## src/rtl/stats_div_sequencer_if.sv

```systemverilog
// rtl/stats_div_sequencer_if.sv - request/acknowledge handshake to a shared iterative divider
interface stats_div_sequencer_if #(
    parameter int TEMP_WIDTH = 12,
    parameter int SQ_WIDTH   = 28
);
    logic                  div_req;
    logic [SQ_WIDTH-1:0]   div_num;
    logic [TEMP_WIDTH-1:0] div_den;
    logic                  div_ack;
    logic [SQ_WIDTH-1:0]   div_quot;

    modport master (
        output div_req,
        output div_num,
        output div_den,
        input  div_ack,
        input  div_quot
    );

    modport slave (
        input  div_req,
        input  div_num,
        input  div_den,
        output div_ack,
        output div_quot
    );
endinterface

```

## src/rtl/stats_div_sequencer.sv

```systemverilog
// rtl/stats_div_sequencer.sv - average and Newton-iterated stdev sequencer sharing one external divider
module stats_div_sequencer #(
    parameter int                    TEMP_WIDTH = 12,
    parameter int                    SUM_WIDTH  = 16,
    parameter int                    SQ_WIDTH   = 28,
    parameter int                    NR_ITERS   = 8,
    parameter logic [TEMP_WIDTH-1:0] INIT_STDEV = 12'h400
) (
    input  logic                  clk,
    input  logic                  rst,
    input  logic                  start,
    input  logic                  mode,
    input  logic [3:0]            num_smpls,
    input  logic [SUM_WIDTH-1:0]  sum,
    input  logic [SQ_WIDTH-1:0]   sum_sqrd,
    stats_div_sequencer_if.master div,
    output logic                  busy,
    output logic                  done,
    output logic [TEMP_WIDTH-1:0] avg,
    output logic [TEMP_WIDTH-1:0] stdev
);
    typedef enum logic [2:0] {
        S_IDLE,
        S_AVG,
        S_VAR,
        S_NR,
        S_FIN
    } state_t;

    localparam logic [SQ_WIDTH:0] S_MAX = (SQ_WIDTH+1)'((1 << TEMP_WIDTH) - 1);

    state_t                state_q;
    logic                  mode_q;
    logic [3:0]            n_q;
    logic [SQ_WIDTH-1:0]   sq_q;
    logic [3:0]            iter_q;
    logic [TEMP_WIDTH-1:0] s_q;
    logic [TEMP_WIDTH-1:0] avg_tmp_q;
    logic [SQ_WIDTH-1:0]   var_q;
    logic                  req_q;
    logic [SQ_WIDTH-1:0]   num_q;
    logic [TEMP_WIDTH-1:0] den_q;
    logic                  busy_q;
    logic                  done_q;
    logic [TEMP_WIDTH-1:0] avg_q;
    logic [TEMP_WIDTH-1:0] stdev_q;

    logic [TEMP_WIDTH-1:0] avg_d;
    logic [SQ_WIDTH:0]     avg_sq_d;
    logic [SQ_WIDTH:0]     var_diff_d;
    logic [SQ_WIDTH-1:0]   var_d;
    logic [SQ_WIDTH:0]     s_sum_d;
    logic [SQ_WIDTH:0]     s_half_d;
    logic [TEMP_WIDTH-1:0] s_new_d;
    logic [3:0]            iter_d;
    logic                  iter_last_d;
    logic                  ack_d;
    logic [TEMP_WIDTH-1:0] seed_d;

    // A stray ack while no request is outstanding must never advance the FSM.
    assign ack_d       = req_q && div.div_ack;
    assign avg_d       = div.div_quot[TEMP_WIDTH-1:0];
    assign avg_sq_d    = (SQ_WIDTH+1)'(avg_tmp_q) * (SQ_WIDTH+1)'(avg_tmp_q);
    assign var_diff_d  = {1'b0, div.div_quot} - avg_sq_d;
    assign var_d       = var_diff_d[SQ_WIDTH] ? '0 : var_diff_d[SQ_WIDTH-1:0];
    assign s_sum_d     = {1'b0, div.div_quot} + (SQ_WIDTH+1)'(s_q);
    assign s_half_d    = s_sum_d >> 1;
    assign s_new_d     = (s_half_d > S_MAX) ? '1 : s_half_d[TEMP_WIDTH-1:0];
    assign iter_d      = iter_q + 4'd1;
    assign iter_last_d = (iter_d == 4'(NR_ITERS));
    assign seed_d      = (stdev_q == '0) ? INIT_STDEV : stdev_q;

    always_ff @(posedge clk) begin
        if (rst) begin
            state_q   <= S_IDLE;
            mode_q    <= 1'b0;
            n_q       <= '0;
            sq_q      <= '0;
            iter_q    <= '0;
            s_q       <= '0;
            avg_tmp_q <= '0;
            var_q     <= '0;
            req_q     <= 1'b0;
            num_q     <= '0;
            den_q     <= '0;
            busy_q    <= 1'b0;
            done_q    <= 1'b0;
            avg_q     <= '0;
            stdev_q   <= INIT_STDEV;
        end else begin
            done_q <= 1'b0;
            case (state_q)
                S_IDLE: begin
                    if (start) begin
                        mode_q <= mode;
                        n_q    <= num_smpls;
                        sq_q   <= sum_sqrd;
                        iter_q <= '0;
                        busy_q <= 1'b1;
                        if (num_smpls == 4'd0) begin
                            avg_tmp_q <= '0;
                            var_q     <= '0;
                            s_q       <= '0;
                            state_q   <= S_FIN;
                        end else begin
                            s_q     <= seed_d;
                            req_q   <= 1'b1;
                            num_q   <= SQ_WIDTH'(sum);
                            den_q   <= TEMP_WIDTH'(num_smpls);
                            state_q <= S_AVG;
                        end
                    end
                end
                S_AVG: begin
                    if (ack_d) begin
                        avg_tmp_q <= avg_d;
                        req_q     <= 1'b0;
                        state_q   <= mode_q ? S_VAR : S_FIN;
                    end
                end
                S_VAR: begin
                    // First cycle here is the mandatory low gap after the previous ack.
                    if (!req_q) begin
                        req_q <= 1'b1;
                        num_q <= sq_q;
                        den_q <= TEMP_WIDTH'(n_q);
                    end else if (ack_d) begin
                        req_q <= 1'b0;
                        var_q <= var_d;
                        if (var_d == '0) begin
                            s_q     <= '0;
                            state_q <= S_FIN;
                        end else begin
                            state_q <= S_NR;
                        end
                    end
                end
                S_NR: begin
                    if (!req_q) begin
                        req_q <= 1'b1;
                        num_q <= var_q;
                        den_q <= s_q;
                    end else if (ack_d) begin
                        req_q  <= 1'b0;
                        s_q    <= s_new_d;
                        iter_q <= iter_d;
                        if ((s_new_d == s_q) || iter_last_d) begin
                            state_q <= S_FIN;
                        end
                    end
                end
                S_FIN: begin
                    done_q <= 1'b1;
                    avg_q  <= avg_tmp_q;
                    if (mode_q) begin
                        stdev_q <= s_q;
                    end
                    busy_q  <= 1'b0;
                    state_q <= S_IDLE;
                end
                default: begin
                    req_q   <= 1'b0;
                    busy_q  <= 1'b0;
                    state_q <= S_IDLE;
                end
            endcase
        end
    end

    assign div.div_req = req_q;
    assign div.div_num = num_q;
    assign div.div_den = den_q;
    assign busy        = busy_q;
    assign done        = done_q;
    assign avg         = avg_q;
    assign stdev       = stdev_q;
endmodule
```

## src/flat_wrapper.sv

```systemverilog
// flat-port wrapper written by rule: the top's interface ports become plain ports
module stats_div_sequencer_flat 
#(
    parameter int                    TEMP_WIDTH = 12,
    parameter int                    SUM_WIDTH  = 16,
    parameter int                    SQ_WIDTH   = 28,
    parameter int                    NR_ITERS   = 8,
    parameter logic [TEMP_WIDTH-1:0] INIT_STDEV = 12'h400
)
  (clk, rst, start, mode, num_smpls, sum, sum_sqrd, busy, done, avg, stdev, div_div_req, div_div_num, div_div_den, div_div_ack, div_div_quot);
  stats_div_sequencer_if #(.TEMP_WIDTH(TEMP_WIDTH), .SQ_WIDTH(SQ_WIDTH)) div_i ();
  input  logic clk;
  input  logic rst;
  input  logic start;
  input  logic mode;
  input  logic [3:0] num_smpls;
  input  logic [SUM_WIDTH-1:0] sum;
  input  logic [SQ_WIDTH-1:0] sum_sqrd;
  output logic busy;
  output logic done;
  output logic [TEMP_WIDTH-1:0] avg;
  output logic [TEMP_WIDTH-1:0] stdev;
  output wire logic [$bits(div_i.div_req)-1:0] div_div_req;
  output wire logic [$bits(div_i.div_num)-1:0] div_div_num;
  output wire logic [$bits(div_i.div_den)-1:0] div_div_den;
  input wire logic [$bits(div_i.div_ack)-1:0] div_div_ack;
  input wire logic [$bits(div_i.div_quot)-1:0] div_div_quot;
  assign div_div_req = div_i.div_req;
  assign div_div_num = div_i.div_num;
  assign div_div_den = div_i.div_den;
  assign div_i.div_ack = div_div_ack;
  assign div_i.div_quot = div_div_quot;
  stats_div_sequencer #(.TEMP_WIDTH(TEMP_WIDTH), .SUM_WIDTH(SUM_WIDTH), .SQ_WIDTH(SQ_WIDTH), .NR_ITERS(NR_ITERS), .INIT_STDEV(INIT_STDEV)) u_core (.clk(clk), .rst(rst), .start(start), .mode(mode), .num_smpls(num_smpls), .sum(sum), .sum_sqrd(sum_sqrd), .div(div_i), .busy(busy), .done(done), .avg(avg), .stdev(stdev));
endmodule
```

## config.mk

```make
export PLATFORM = sky130hd
export DESIGN_NAME = stats_div_sequencer_flat
export DESIGN_NICKNAME = d
export VERILOG_FILES = /design/src/rtl/stats_div_sequencer_if.sv /design/src/rtl/stats_div_sequencer.sv /design/src/flat_wrapper.sv
export SDC_FILE = /design/constraint.sdc
export NUM_CORES = 1
export LEC_CHECK = 0
export CAP_MARGIN = 25
export CORE_ASPECT_RATIO = 1.2
export CORE_MARGIN = 5
export CORE_UTILIZATION = 45
export CTS_BUF_LIST = sky130_fd_sc_hd__clkbuf_4
export DETAILED_ROUTE_END_ITERATION = 8
export PLACE_DENSITY = 0.71
export SLEW_MARGIN = 10
export SYNTH_ARGS = -nofsm -noshare
export SYNTH_HDL_FRONTEND = slang
export SYNTH_SLANG_ARGS = --single-unit
```

## constraint.sdc

```tcl
create_clock -name clk -period 22 [get_ports clk]
set_input_delay 2.2 -clock clk [delete_from_list [all_inputs] [get_ports clk]]
set_output_delay 2.2 -clock clk [all_outputs]
set_load 0.005 [all_outputs]
```

; Yosys cells after proc, flatten, opt, wreduce, memory -nomap -nowiden
; Cells that the tools add are included.
[op_classes]
add_sub_neg = 3
n_mul = 1
n_div = 0
order_cmp = 1
n_eq_ne = 18
shifts = 0
mux = 54
bitwise = 2
reduce_logical = 22
[ops]
columns = operator, count
row1 = $mux 28, 9
row2 = $mux 12, 16
row3 = $pmux 28 s3, 1
row4 = $pmux 12 s3, 2
row5 = $pmux 28 s2, 1
row6 = $mux 3, 10
row7 = $add 28x12->29, 1
row8 = $sub 28x24->29, 1
row9 = $gt 28x12->1 const B, 1
row10 = $logic_not 28->1, 1
row11 = $mul 12x12->24, 1
row12 = $pmux 12 s2, 1
row13 = $ne 2x1->1 const B, 8
row14 = $reduce_and 7->1, 2
row15 = $eq 12x12->1, 1
row16 = $logic_not 12->1, 1
row17 = $mux 4, 3
row18 = $pmux 3 s4, 1
row19 = $reduce_and 4->1, 3
row20 = $reduce_and 5->1, 2
row21 = $ne 2x2->1 const B, 4
row22 = $pmux 4 s2, 1
row23 = $mux 1, 7
row24 = $eq 3x2->1 const B, 2
row25 = other kinds (16), 21
[word_totals]
regBits = 159
latch_bits = 0
ramBits = 0
rom_bits = 0
input_bits = 81
output_inout_bits = 67
wordCells = 116
memories = 0

; Logic depth before layout (Yosys ltp)
; Gate-level depths: netlist (run 1).
[logic_depth]
depth_word = 9
mapped_depth = 27
mapped_depth_nobuf = 24

; Least setup slack after synthesis (run 1)
; No wires, ideal clock.
[synth_path]
kind = input to register
start = input div_div_quot[12]
end = register u_core.s_q[10]
setup_time_ns = 0.121
t_arrival_ns = 7.676
required_time_ns = 21.879
path_slack_ns = 14.203
path_stages = 22
path_buffers = 2
cell_sequence = inv_1 -> fa_1 -> inv_1 -> fa_1 -> fa_1 -> inv_1 -> fa_1 -> inv_1 -> ha_1 -> buf_6 -> a21oi_1 -> o21ai_0 -> a21oi_2 -> a21oi_1 -> or3_1 -> a2111o_1 -> or4b_1 -> or4_1 -> a21oi_2 -> a31oi_2 -> buf_6 -> mux2_4
[synth_via]
elab_chain_len = 6
word_cells_on_any_way = 11
cone_classes = add/sub: 2 / order compare: 1 / eq/ne: 1 / mux: 5 / reduce/logical: 2
[synth_rtl]
columns = element, line
row1 = "start, declared", flat_wrapper.sv:27  ; input wire logic [$bits(div_i.div_quot)-1:0] div_div_quot;
row2 = $add 28x12->29, stats_div_sequencer.sv:66  ; assign s_sum_d = {1'b0, div.div_quot} + (SQ_WIDTH+1)'(s_q);
row3 = $gt 28x12->1, stats_div_sequencer.sv:68  ; assign s_new_d = (s_half_d > S_MAX) ? '1 : s_half_d[TEMP_WIDTH-1:0];
row4 = $mux 12, stats_div_sequencer.sv:68
row5 = $mux 12, stats_div_sequencer.sv:143  ; end else if (ack_d) begin
row6 = $mux 12, stats_div_sequencer.sv:139  ; if (!req_q) begin
row7 = $pmux 12 s3, stats_div_sequencer.sv:92  ; case (state_q)
row8 = "end signal, assigned", stats_div_sequencer.sv:145  ; s_q <= s_new_d;
row9 = "end, declared", stats_div_sequencer.sv:37  ; logic [TEMP_WIDTH-1:0] s_q;
; Several ways; a longest one is shown, not always the timed one. The select of a mux whose other input is x is not followed.
; A chain may end at the register's enable or synchronous reset.

; Worst setup path in the final report (run 1)
[layout_path]
start = input div_div_quot[12]
end = register u_core.s_q[4]
; Same word-level chain as after synthesis.

==> results of run 1 <==
-- per-stage QoR --
stage,power (mW),instances,area [um^2],hold slack (ps)
final,0.632,2174,15300,460
after global routing,0.664,2174,15300,483
after CTS,0.636,2170,15300,462
after detailed placement,0.451,2138,15000,444
after global placement,0.449,2138,15000,441
after floorplan,0.399,1679,13300,436
-- cell type report --
class,instances,area (um^2),share of cell area (%)
well taps,390,488,3.18
clock buffers,19,143,0.930
multi-input cells,1204,8930,58.2
flip-flops and latches,159,3180,20.8
clock inverters,13,148,0.963
repair buffers,158,1580,10.3
diodes,1,2.50,0.0163
inverters,230,863,5.63
-- final timing paths --
| kind | endpoint | slack [ps] | depth (start not counted) |
|---|---|---|---|
| max | u_core.s_q[4]$_SDFFE_PP0P_ | 13430 | 21 |
| min | u_core.div.div_den[9]$_SDFFE_PP0P_ | 460 | 2 |
| max reg2reg | u_core.s_q[4]$_SDFFE_PP0P_ | 14040 | 24 |
| min reg2reg | u_core.div.div_den[9]$_SDFFE_PP0P_ | 460 | 2 |
-- metal layers --
layer	up-vias	wire length, um	global-route usage [%]
met5	-	0	0
met4	0	1510	9.85
met3	84	2040	3.37
met2	393	17900	38.0
met1	5663	15600	28.8
li1	5769	-	-
-- sequential cells by signal, summed over array words and instances, names as in the netlist, 12 cells and up --
register            count
u_core.avg             12
u_core.sq_q            28
u_core.var_q           28
u_core.avg_tmp_q       12
u_core.div.div_num     28
u_core.div.div_den     12
u_core.s_q             12
u_core.stdev           12
-- power by group through the flow --
stage | logic (mW) | clock network (mW) | registers [mW]
2_1_floorplan | 0.0930 | 0 | 0.306
3_3_place_gp | 0.142 | 0 | 0.306
3_5_place_dp | 0.144 | 0 | 0.307
4_1_cts | 0.145 | 0.190 | 0.301
5_1_grt | 0.161 | 0.201 | 0.302
6_report | 0.146 | 0.185 | 0.300
-- logic make-up (layout without fill, tap and decap cells) --
logic type	count (synthesis)	count (layout)	synth area share (%)
DFF	159	159	23.9
xor gates and xnor gates	54	54	3.56
other	0	1	0
adders and majority gates	192	192	24.0
muxes	49	49	4.10
buffers and inverters	316	420	9.05
AOI/OAI and AO/OA	354	354	16.4
and+or+nand+nor	555	555	19.0
-- cells in the mapped netlist, types with 4 or more instances --
cell type  instances
nand2b_1           6
xor2_1            31
o21ai_0           46
nor4_1            11
nor2_1           126
o211ai_1           5
xnor2_1           23
and2_1            27
fa_1             106
mux2_4            10
nand4_1           25
nand3_1           39
ha_1              86
nor3_1            30
dfxtp_1          159
a2bb2oi_1         13
mux2_2             4
or3_1              6
o21a_1             5
a211oi_1          29
nand2_1          233
a31oi_1            8
nor3b_1            4
a21o_1            12
mux2i_1           35
a221oi_1           4
a211o_1            5
clkbuf_1          76
a22oi_1           15
or2_2              7
buf_1              6
a21oi_1          172
nor2b_1           18
and3_1             8
inv_1            230
-- worst reg2reg max path: stages (launching register included) --
cell and delay, ps:
dfxtp_1 760, nand2_1 290, xor2_1 220, ha_1 200, a21o_1 170, fa_1 510
inv_1 60, fa_1 520, inv_1 60, fa_1 540, inv_1 60, fa_1 520
inv_1 40, ha_1 400, nand2_1 100, nor2_1 190, nand4_1 170, a31oi_1 460
nand3_1 130, a2111oi_0 710, a21oi_1 60, or4_1 580, a21oi_2 240, a31oi_2 420
mux2_4 440
==> results.txt, run 1 <==
- The flow ran to the end, and the final reports show no timing, DRC or antenna violations.
- Mean instance size in the synthesized netlist: 7.92 um^2
* Hold Crit Class: flip-flop to flip-flop
- For this run the aggregate overflow at the end of global routing stands at 0.
- Total internal power: approximately 420 uW
- Latest clock arrival within the worst-skew pair: ~590 ps
* # nets final: 2,043
- Post-route ant nets: 0
* Via count of the first global-routing pass: 11,900
- The clock period could shrink to 8570 ps.
* Slew at the pin closest to its max-slew limit: ~1100 ps
- Required time worst endpoint: 22,490 ps
* Area added between synthesis and finish: 15.3%
- I/O Pins: 148
- Sorting the synthesized cells by area gives the leading types as dfxtp_1, fa_1, ha_1, nand2_1, inv_1.
- Final setup slack of the worst path: approximately 13,000 ps
- For this design the ratio of total power to cell area is 41.2 mW/mm^2.
- Effective utilization at floorplan: 45.2%
- Sequential group share of total power: 47.6%
* Post-Place Setup Slack: around 13,000 ps
- Worst voltage drop across the vdd grid: 0.0286 mV
- The longest clock path from root to sink contains 2 buffers.
- Summed over all failing endpoints, the final setup total negative slack is 0 ps.
- Max Clock Skew: 33.7 ps
* First DRT Iteration DRCs: 804
* Count of cell types in the netlist: 70
- RSZ-0062 raised after global routing: false
* Type of origin of the critical path: input pin
* WL final: 37,000 um
- DIE HEIGHT: just under 200 um
* Sink count of the clock tree: about 160
- Post-CTS sizing: 0
* Via-per-instance ratio: 5.48
- The number of hold buffers added after CTS was 0.
- Die width: 167 um
* CTS root buffer: clkbuf_4
- For this run, the slowest stage of the critical path takes 710 ps.
- Summed over all cells, the static leakage comes to between 6 and 7 nW.
- The mapped netlist covers ~0.013 mm^2.
- Data arrives at the worst endpoint at 9060 ps.
* Clock slew at reported path FFs: 150 ps
- TritonCTS created 17 clock buffers.
- In the synthesized netlist the async set-or-reset flop fraction comes to 0%.
* Switch Pwr: between 200 and 250 uW
- Yosys printed 0 warnings.
* Synth Net Count: roughly 2,000
- Max-cap viol count: 0
- The floorplan has 69 rows.
- The initial antenna violation count came to 1.
* Sequential element share of the synthesized area: a little under a quarter
- Most common cell after layout, fill and taps aside: nand2_1
* Clock share of power: between 20 and 30%
* Critical path peak fanout: 12
- Count of H-tree levels built during CTS: 4
- Yosys mapped a number of flops with a built-in enable equal to 0.
* GPL Wtd Cong: 0.953
- Drt drc: 0
- In this run the post-CTS setup repair buffer count came out at 0.
- Buffers placed on the I/O ports in this run total 147.
- The first global-routing pass estimated 60,800 um of wire.
- Combinational share of power: 23.2%
* Predominant post-synthesis flop cell: dfxtp_1
* Ratio of cells with drive above 1 in the final layout: 4.54%
- For this run, the total global-route usage over all layers was measured as 22.5%.
- In the final routed layout, each cell accounts on average for 17.0 um.
* Final hold violations: 0
- Kind of end point of the critical path: flip-flop
- By startpoint and endpoint, the worst setup path is classified as input pin to flip-flop.
- Cells fill 52.1% of the core in the end.
- Measured against its own limit, the worst slew margin works out to 29.6%.
- Tracing the worst setup path back leads to its startpoint at div_div_quot[12].
- The wire-length estimate of the detail-placed layout is 28,600 um.
- Total of endpoints with negative setup slack in the final report: 0
* Switching part of the total: 33.4%
- The first detailed-routing pass ran for 7 iterations.
- The routed layout has 11,900 vias.
- Entering global routing, the biggest net connects 107 pins.
- Fmax: 117 MHz
- The slowest stage of the critical path belongs to the cell a2111oi_0.
- After filler insertion, the fill cell instance count of the layout stands at 2,796.
- The startpoint identified for the worst hold timing path is u_core.div.div_den[9]$_SDFFE_PP0P_.
- Cell type with the largest total area after synthesis: dfxtp_1
- CTS tree: done
- The floorplan step defined a die boundary enclosing 0.0331 mm^2.
- Cell family with most CP delay: adder cells
* CP Cell Sequence: clkdlybuf4s50_1, inv_1, fa_1, inv_1, fa_1, fa_1, inv_1, fa_1, inv_1, ha_1, nand2_1, nor2_1, nand4_1, a31oi_1, nand3_1, a2111oi_0, a21oi_1, or4_1, a21oi_2, a31oi_2, mux2_4
- Period utilisation layout: approximately two fifths
- Buffering stage count on the worst path with inverters included: 5
* Highest-count cells in the layout ignoring fill and taps: nand2_1, inv_1, a21oi_1, dfxtp_1, clkdlybuf4s50_1
- Post-synthesis sequential element count: about 160
- Fraction of synthesized cell area taken by the top area cell type: 23.9%
* Count of final max-slew check failures: 0
* Source of the worst register-to-register timing path: u_core.avg_tmp_q[10]$_SDFFE_PP0P_
* Core box area: 0.0294 mm^2
- Synthesis produced 1,679 cells.
Power figures use the tool's default switching activity.
==> inputs of run 2 (changes only) <==
- clock period: 22 -> 8.5 ns (I/O delays scaled with it)
==> run 2 against run 1 <==
  * Combinational power grew to 2.6 times the previous value
  * Largest cell class unchanged
  * Sequential power rose to 2.6 times the previous value
  * Global-route usage is 0.11 points higher
  * Sequential cell count unchanged
  * Setup slack worse by 13000 ps
  * Sequential share of layout area rose by 0.054 points
  * Via count increased by 0.65%
  * Register-to-register slack got worse by 14000 ps
  * Count of clock-buffer cells in the layout down 1
==> results.txt, run 2 (same netlist as run 1, synthesis figures left out) <==
* First-pass iteration count of the detailed router: 6
- # Post-CTS Setup Buffers: 0
* CTS tree: done
- Switch Pwr: 548 uW
* Post-layout instance area: 0.0153 mm^2
* Total placed cells including tap cells: 2,143
* Combinational share of power: a little under a quarter
- The library cell used most frequently in the layout, excluding fill and tap cells, is nand2_1.
- CTS built an H-tree with a depth of 4.
* Effective utilization at floorplan: 45.2%
* Met2 WL post-DR: approximately 19,000 um
- After detailed routing, the number of remaining DRC violations is 0.
- Detailed Place HPWL: 29,300 um
* Rel. slew slack: 30.4%
- Total internal power: around 1.1 mW
* Sum of met3 wire segment lengths after detailed routing: 1930 um
* Via-per-instance ratio: 5.51
- Clock share of power: 27.8%
- For the final routed database, the setup TNS stands at 0 ps.
- Slew at the pin closest to its max-slew limit: 1040 ps
- Number of buffers created by CTS: 17
* Antenna violations before repair: 1
* Count of final max-slew check failures: 0
* Dpl cell area: 0.0150 mm^2
- After detailed routing, no signal wire sits above met4.
* Final cell count without fillers: 2,176
* Via count of the first global-routing pass: 11,800
- From synthesis to final layout, the design area changed by 15.0%.
- Setup slack on the worst reg-to-reg path comes out at 490 ps.
* Run status: finished, final reports clean
- The die is 198 um tall.
* Number of I/O port buffers: approximately 150
- CTS root buffer: clkbuf_4
* Longest Clk Path Bufs: 2
- Static timing analysis puts the maximum clock frequency at 125 MHz.
- Hold is met by ~460 ps.
- The library cells used most frequently in the layout, excluding fill and tap cells, are nand2_1, inv_1, a21oi_1, dfxtp_1, clkdlybuf4s50_1.
* RSZ-0062 raised after global routing: false
* # nets final: 2,045
- The core region is slightly below 0.03 mm^2.
- After layout, the worst path uses 94.3% of the clock period.
- Number of placement rows: 69
- Critical path peak fanout: 15
* GPL Wtd Cong: about 0.95
- In the final routed layout, each cell accounts on average for about 17 um.
* Required time worst endpoint: 8980 ps
- In the final layout, the share of cells above drive strength 1 is 4.71%.
- Setup violations remaining at the end of the flow were counted as 0.
- Leakage power total: between 6 and 7 nW
- WL final: 37,900 um
- # hold bufs at CTS: 0
- The clock period could shrink to around 8000 ps.
* Max Clock Skew: 48.1 ps
* Combined global-route utilization of all metal layers: 22.6%
* Die width: roughly 170 um
* Routed length on met1: ~16,000 um
- Via count: roughly 12,000
* Kind of end point of the critical path: flip-flop
* Switching part of the total: roughly 34%
- In this run, flip-flops and latches consume between 40 and 50% of the power.
* Worst Path Arrival: 8500 ps
- Clock slew at reported path FFs: 190 ps
- Pwr per Cell Area: approximately 100 mW/mm^2
- The die covers 0.0331 mm^2.
* First DRT Iteration DRCs: 1,020
* Post-CTS sizing: 0
- Max-cap viol count: 0
* Hold Crit Class: flip-flop to flip-flop
- Category of the most critical setup path: flip-flop to flip-flop
- Gr ovfl total: 0
- Latest clock arrival within the worst-skew pair: approximately 600 ps
- The number of hold-slack violations in the final timing report is 0.
- The detail route stage leaves a number of antenna-violating nets equal to 0.
- Sink count of the clock tree: 159
- First-pass GRT wire length: 61,200 um
- Worst voltage drop across the vdd grid: 0.0622 mV
- I/O Pins: 148
- Maximum number of pins on one net before global-route repair: 92
- STA classifies the critical path startpoint as a flip-flop.
run 2: path summary, 6_finish.rpt:
check	startpoint	end	depth (start not counted)
setup reg to reg	u_core.avg_tmp_q[10]$_SDFFE_PP0P_	u_core.s_q[1]$_SDFFE_PP0P_	24
setup / recovery	u_core.avg_tmp_q[10]$_SDFFE_PP0P_	u_core.s_q[1]$_SDFFE_PP0P_	24
hold reg to reg	u_core.div.div_den[6]$_SDFFE_PP0P_	u_core.div.div_den[6]$_SDFFE_PP0P_	2
hold / removal	u_core.div.div_den[6]$_SDFFE_PP0P_	u_core.div.div_den[6]$_SDFFE_PP0P_	2
run 2: power groups by stage:
| stage | sequential, mW | clock [mW] | combinational (mW) |
|---|---|---|---|
| 5_1_grt | 0.780 | 0.488 | 0.417 |
| 4_1_cts | 0.778 | 0.457 | 0.378 |
| 3_3_place_gp | 0.793 | 0 | 0.371 |
| 3_5_place_dp | 0.794 | 0 | 0.377 |
| 6_report | 0.778 | 0.444 | 0.379 |
| 2_1_floorplan | 0.791 | 0 | 0.241 |
run 2: cell type report:
type	count	area (um^2)
inverters	230	863
repair buffers	160	1570
flip-flops and latches	159	3180
diodes	1	2.50
multi-input cells	1204	8930
clock buffers	18	135
well taps	390	488
clock inverters	14	129
fillers	2762	14100
run 2: critical path, stage by stage, from the launching register on:
cell,delay (ps)
dfxtp_1,720
nand2_1,260
xor2_1,210
ha_1,190
a21o_1,170
fa_1,500
inv_1,50
fa_1,520
inv_1,50
fa_1,530
inv_1,60
fa_1,550
inv_1,50
ha_1,400
nand2_1,110
nor2_1,180
nand4_1,170
a31oi_1,480
nand3_1,130
a2111oi_0,770
a21oi_1,80
or4_1,580
a21oi_2,250
a31oi_2,420
mux2_4,470
run 2: through the flow:
stage,utilization [%],total power [mW],worst slack [ps]
finish,52.0,1.60,487
detailed placement,51.0,1.17,656
global route,52.0,1.69,39.8
global placement,51.0,1.16,636
CTS,51.9,1.61,593
floorplan,-,1.03,1560
run 2: layer usage:
layer  GRT usage, %  vias up
met2           38.9      408
met1           28.8     5722
met3           3.00       75
met4           9.37        0
met5              0        -
li1               -     5782
